===== src/rtl/frame_buf_pingpong.sv =====
// Double-buffered frame memory: writer fills one bank, reader drains the other.
// Byte-enable writes, read-valid flag, frame counter, clear sweep after reset.
module frame_buf_pingpong #(
  parameter int                    DATA_WIDTH = 16,
  parameter int                    ADDR_WIDTH = 3,
  parameter logic [DATA_WIDTH-1:0] CLEAR_VAL  = '0,
  parameter int                    CNT_WIDTH  = 8
) (
  input  logic                    clk,
  input  logic                    reset,
  input  logic                    wr_en,
  input  logic [ADDR_WIDTH-1:0]   wr_addr,
  input  logic [DATA_WIDTH-1:0]   wr_data,
  input  logic [DATA_WIDTH/8-1:0] wr_be,
  input  logic                    rd_en,
  input  logic [ADDR_WIDTH-1:0]   rd_addr,
  output logic [DATA_WIDTH-1:0]   rd_data,
  output logic                    rd_valid,
  input  logic                    swap_req,
  output logic                    swap_ack,
  output logic                    wr_bank,
  output logic                    busy,
  output logic [CNT_WIDTH-1:0]    frame_cnt
);

  localparam int BE_W  = DATA_WIDTH / 8;
  localparam int DEPTH = 1 << ADDR_WIDTH;

  typedef enum logic {
    CLEAR,
    RUN
  } state_t;

  state_t                state_q;
  state_t                state_d;
  logic [ADDR_WIDTH-1:0] clr_addr;
  logic                  running;
  logic                  rd_fire;
  logic                  wr_fire;
  logic                  sw_fire;

  logic [DATA_WIDTH-1:0] bank0 [DEPTH];
  logic [DATA_WIDTH-1:0] bank1 [DEPTH];

  assign running = (state_q == RUN);
  assign rd_fire = running & rd_en;
  assign wr_fire = running & wr_en;
  assign sw_fire = running & swap_req;

  always_comb begin
    state_d = state_q;
    unique case (state_q)
      CLEAR: if (&clr_addr) state_d = RUN;
      RUN:   state_d = RUN;
    endcase
  end

  always_ff @(posedge clk) begin
    if (reset) begin
      state_q   <= CLEAR;
      clr_addr  <= '0;
      wr_bank   <= 1'b0;
      frame_cnt <= '0;
      rd_data   <= '0;
      rd_valid  <= 1'b0;
      swap_ack  <= 1'b0;
      busy      <= 1'b1;
    end else begin
      state_q  <= state_d;
      busy     <= (state_d == CLEAR);
      rd_valid <= rd_fire;
      swap_ack <= sw_fire;
      if (state_q == CLEAR)
        clr_addr <= clr_addr + ADDR_WIDTH'(1);
      if (sw_fire) begin
        wr_bank   <= ~wr_bank;
        frame_cnt <= frame_cnt + CNT_WIDTH'(1);
      end
      // read bank is the one not being written
      if (rd_fire)
        rd_data <= wr_bank ? bank0[rd_addr] : bank1[rd_addr];
    end
  end

  // Memory is deliberately outside the reset branch: reset never touches it.
  always_ff @(posedge clk) begin
    if (!reset) begin
      if (state_q == CLEAR) begin
        bank0[clr_addr] <= CLEAR_VAL;
        bank1[clr_addr] <= CLEAR_VAL;
      end else if (wr_fire) begin
        for (int i = 0; i < BE_W; i++) begin
          if (wr_be[i]) begin
            if (wr_bank)
              bank1[wr_addr][8*i +: 8] <= wr_data[8*i +: 8];
            else
              bank0[wr_addr][8*i +: 8] <= wr_data[8*i +: 8];
          end
        end
      end
    end
  end

endmodule


===== config.mk =====
export PLATFORM = sky130hd
export DESIGN_NAME = frame_buf_pingpong
export DESIGN_NICKNAME = d
export VERILOG_FILES = /design/src/rtl/frame_buf_pingpong.sv
export SDC_FILE = /design/constraint.sdc
export NUM_CORES = 1
export LEC_CHECK = 0
export CAP_MARGIN = 20
export CORE_MARGIN = 1.5
export CORE_UTILIZATION = 35
export DETAILED_ROUTE_END_ITERATION = 10
export HOLD_SLACK_MARGIN = 0.02
export SKIP_LAST_GASP = 1
export SYNTH_ARGS = -nofsm -noshare
export SYNTH_HDL_FRONTEND = slang
export SYNTH_SLANG_ARGS = --single-unit

===== constraint.sdc =====
create_clock -name clk -period 3.43 [get_ports clk]
set_clock_uncertainty 0.1 [all_clocks]
set_input_delay 0.8575 -clock clk [delete_from_list [all_inputs] [get_ports clk]]
set_output_delay 0.8575 -clock clk [all_outputs]
set_load 0.005 [all_outputs]

Word level (Yosys, flattened, before mapping)
Memories as Yosys holds them, arrays and structs flattened.
Cells that the tools add are included.
- word-level logic and storage cells: 55
- output and inout bits: 28
- bits in writable memories: 256
- memories kept: 2
- bits in registers: 32
- memory list (name ; depth ; bits a word ; read ports ; clocked after memory_dff ; wr ports ; RTL line ; source):
    bank0 ; 8 ; 16 ; 1 ; 0 ; 1 ; 42 ; logic [DATA_WIDTH-1:0] bank0 [DEPTH];
    bank1 ; 8 ; 16 ; 1 ; 0 ; 1 ; 43 ; logic [DATA_WIDTH-1:0] bank1 [DEPTH];
- multiplexer cells: 34
- add/sub/neg operators: 2
- reductions and logical operators: 3
- bitwise gates (word level): 6
- operator list (kind ; count):
    16-bit two-way mux ; 3
    16-bit OR reduction ; 2
    1-bit two-way mux ; 26
    8-bit by 1-bit adder with 8-bit output (second input constant) ; 1
    3-bit two-way mux ; 2
    2-bit two-way mux ; 2
    3-bit by 1-bit adder with 3-bit output (second input constant) ; 1
    1-bit bitwise AND ; 3
    1-bit NOT ; 3
    3-bit AND reduction ; 1
    1-bit one-hot mux with 2 select lines ; 1

Logic depth before layout (Yosys ltp)
- depth in word-level cells: 8
- gate-level depth with buffers: 7
- mapped depth without buffers: 5

Worst setup path after synthesis
Ideal clock, no wire load.
- path kind: input to register
- from: input reset
- to: memory bank0[1][10] (enable)
- slack: 365 ps
- data arrival time: 2580 ps
- data required time: 2945 ps
- setup time: 385 ps
- stages on the path: 5
- cell sequence: nand2b_2 > or4_4 > and2_1 > clkbuf_1 > nor3b_1
- cells in the longest elaborated chain, start to end: 4
- elaborated cells on any way between the ends: 9
- RTL lines (element ; RTL line ; source):
    start: declaration ; 10 ; input logic reset,
    1-bit two-way mux ; 87 ; if (!reset) begin
    1-bit two-way mux (not written as such) ; 97 ; bank0[wr_addr][8*i +: 8] <= wr_data[8*i +: 8];
    16-bit OR reduction (no line) ; n/a ;
    3-bit two-way mux (no line) or 2-bit two-way mux (tied branches) ; n/a ;
    end: declaration ; 42 ;
Several ways; a longest one is shown, not always the timed one.

Worst setup path after layout
- from: input wr_be[0]
- to: memory bank1[0][10] (enable)
- cells in the longest elaborated chain, start to end: 7
- elaborated cells on any way between the ends: 8
- RTL lines (element ; RTL line ; source):
    start: declaration ; 14 ; input logic [DATA_WIDTH/8-1:0] wr_be,
    1-bit two-way mux (*) ; 93 ; if (wr_be[i]) begin
    1-bit two-way mux (*) ; 91 ; end else if (wr_fire) begin
    1-bit two-way mux (*) ; 88 ; if (state_q == CLEAR) begin
    1-bit two-way mux (*) ; 87 ;
    1-bit two-way mux (not written as such) (*) ; 95 ; bank1[wr_addr][8*i +: 8] <= wr_data[8*i +: 8];
    16-bit OR reduction (no line) (*) ; n/a ;
    3-bit two-way mux (no line) or 2-bit two-way mux (tied branches) ; n/a ;
    end: declaration ; 43 ;
Mark *: on every way between the ends. The rest lies on a longest branch, timed or not.

==> impl_results.md <==
- Status: completed
- Commonest non-fill, non-tap cells in the layout: 256 x edfxtp_1, 53 x clkdlybuf4s50_1, 51 x and2_1
- GRT overflow: 0
- Residual DRC: 0
- Vias: 6051
- Synth top area share: 66.8%
- IO Port Bufs: 56
- Via density: roughly 5.0
- Post-Syn Area: 11500 um^2
- Reg-to-reg slack, setup: 760 ps
- Crit-path cells: clkdlybuf4s50_1 -> nor2_1 -> or4_1 -> nor3b_1 -> and2_1
- Routed WL per cell: 20.9 um
- Critical path type: input pin to flop
- Post-CTS Hold Buffers: 0
- Share of cells above drive strength 1: 21.4%
- RSZ-0062 raised after global routing: no
- CP arrival: around 3200 ps
- Most common cell after layout, fill and taps aside: edfxtp_1
- Family with the most delay on the worst path: simple AND/OR/NAND/NOR gates
- Final Hold Violating Endpoints: 0
- IO Count: 57
- Leakage power: 4.69 nW
- Pin count of the biggest net entering global routing: 42
- Total negative slack: 0 ps
- Initial antenna violation count: 0
- Clock Tree Buf Depth: 3
- Initial Utilization: 35.4%
- Flops & latches, synth: 288
- Clock slew at reported path FFs: roughly 60 ps
- Hold Crit Class: flop to flop
- Htree depth: 1
- CP endpoint kind: flop
- Multi-input logic area: approximately 3000 um^2
- Worst path slowest cell: nor3b_1
- Synth unique cells: about 40
- Worst-Margin Slew: 849 ps
- Final nets: ~780
- Ant diodes: 0
- Syn nets: 681
- # setup viols final: 0
- Initial DRC Count: 490
- Worst skew pair latency: 540 ps
- Root buffer cell: clkbuf_16
- FP Rows: 66
- Hold Path Depth: 2
- Number of max-cap violations: 0
- Drt pass-1 iters: 5
- Sequential-to-total area share from yosys stat: between 70% and 80%
- Die Ht: 184 um
- Power per standard cell area: 542 nW/um^2
- DIE WIDTH: roughly 180 um
- Area Overhead vs Synth: 20.2%
- Final ANT Viol Nets: 0
- FF-to-FF path depth: 4
- Hold slack: 400 ps
- F_max: 0.321 GHz
- Mean post-synth cell area: 17.7 um^2
- Final period utilization: 90.8%
- Register area: 8330 um^2
- Syn Inst Count: between 600 and 700
- CTS tree: built
- Global-route wire length before repair: around 38 mm
- Worst reg2reg startpoint: wr_bank
- Core Region: 32500 um^2
- Total global routing track utilization: 15.3%
- Slew Viols, Final: 0
- Synth area leader: edfxtp_1
- Clock sink total: 288
- WHS Endpoint: rd_data[8]
- Relative slew slack: 43.3%
- Worst path bufs/invs: 1
- Vias in the first global route: 6203
- Post-route core utilization: 42.6%
- RR Endpoint: bank1[0][10]
- Number of fillers in the final layout: 2886
- Worst hold start: rd_data[8]
- CP Max Fanout: 8
- Post_cts resized: 0
- Post-layout minimum cycle time: 3120 ps
- Post-detail-place hpwl: 17.6 mm
- Worst EP required: 3520 ps
- Total routed wirelength: 25.3 mm
- Largest incremental delay on the critical path: 710 ps
- # Post-CTS Setup Buffers: 0
- Num CTS Buffers: 29
- Syn. warnings: 0
- Die area: between 30000 and 40000 um^2
- Critical Path Source Type: input pin
- Final GP Congestion: 0.791
- VDD IR max: 0.000348 V
- Largest cells by area after synthesis: edfxtp_1 67%, mux4_2 9.2%, dfxtp_1 5.6%, mux2i_1 3.7%, and2_1 2.8%
-- flip-flops by register name, indices dropped and copies added, names as in the netlist --
signal / flops
busy: 1
swap_ack: 1
rd_data: 16
rd_valid: 1
bank1: 128
clr_addr: 3
frame_cnt: 8
bank0: 128
wr_bank: 1
running: 1
-- per-stage QoR --
stage / setup WS (ps) / power [mW] / instances / area [um^2]
final: 314 / 7.50 / 1210 / 13800
after detailed placement: -186 / 4.36 / 1156 / 12800
after floorplan: 365 / 4.19 / 649 / 11500
after global placement: -156 / 4.36 / 1156 / 12800
after CTS: 359 / 7.56 / 1210 / 13800
after global routing: 189 / 7.72 / 1210 / 13800
-- kinds of logic after synthesis --
logic type	after synthesis	share of synthesized area [%]
buffers and inverters	41	1.66
muxes	107	14.6
xor gates and xnor gates	7	0.533
AOI/OAI and AO/OA	64	3.80
DFF	288	72.4
adders and majority gates	3	0.326
and+or+nand+nor	139	6.67
-- routing by layer --
metal | track usage (%) | vias up | routed length (um)
met5 | 0 | - | 0
met2 | 24.4 | 191 | 11700
met1 | 21.8 | 3080 | 11500
li1 | - | 2754 | -
met3 | 3.06 | 26 | 1660
met4 | 3.21 | 0 | 391
-- layout make-up --
class | count | area share (%)
inverters | 4 | 0.109
clock inverters | 23 | 1.79
multi-input cells | 320 | 21.7
flip-flops and latches | 288 | 60.2
clock buffers | 31 | 5.30
well taps | 442 | 4.00
repair buffers | 102 | 6.93
-- where the power goes --
group / leakage (nW) / switching (mW) / internal, mW
logic: 1.54 / 0.215 / 0.174
registers: 2.67 / 0.0259 / 3.87
clock network: 0.476 / 1.29 / 1.92
total: 4.69 / 1.54 / 5.96
-- worst min-delay path, delay by kind of cell, from the launching register on --
family	cells	cell delay, ps
flip-flops	1	330
AND/OR/NAND/NOR	1	60
AO/OA/AOI/OAI	1	80
-- cell usage after synthesis --
master and count:
nand2_1 23, buf_4 2, nor4_1 1, and3_1 3
clkinv_1 1, nor2b_1 9, edfxtp_1 256, o31ai_1 2
a21oi_1 8, nor3_1 3, a21o_1 2, nor2_1 23
clkbuf_1 20, or3_1 2, nand3_1 8, buf_1 1
or4_1 1, buf_2 12, mux2i_1 42, o21ai_0 15
xor2_1 4, buf_6 2, a221oi_1 15, nand4_1 1
nand2b_2 1, ha_1 3, or4_4 1, dfxtp_1 32
nor3b_1 8, o31a_1 1, o21ai_1 3, a22oi_1 17
a32oi_1 1, mux2_2 18, nand3b_1 2, and2_1 51
nand4bb_1 1, inv_1 3, mux4_2 47, xnor2_1 3
nand2b_1 1
-- how the worst max path moves through the flow --
stage / start / to / cells after the start
floorplan: reset / bank0[1][10] / 5
global placement: wr_be[1] / bank1[2][10] / 5
detailed placement: wr_be[0] / bank1[0][8] / 5
CTS: wr_be[0] / bank1[0][12] / 5
global route: wr_be[1] / bank1[4][12] / 5
finish: wr_be[0] / bank1[0][10] / 5
No activity file was read; power rests on OpenSTA's default activity.
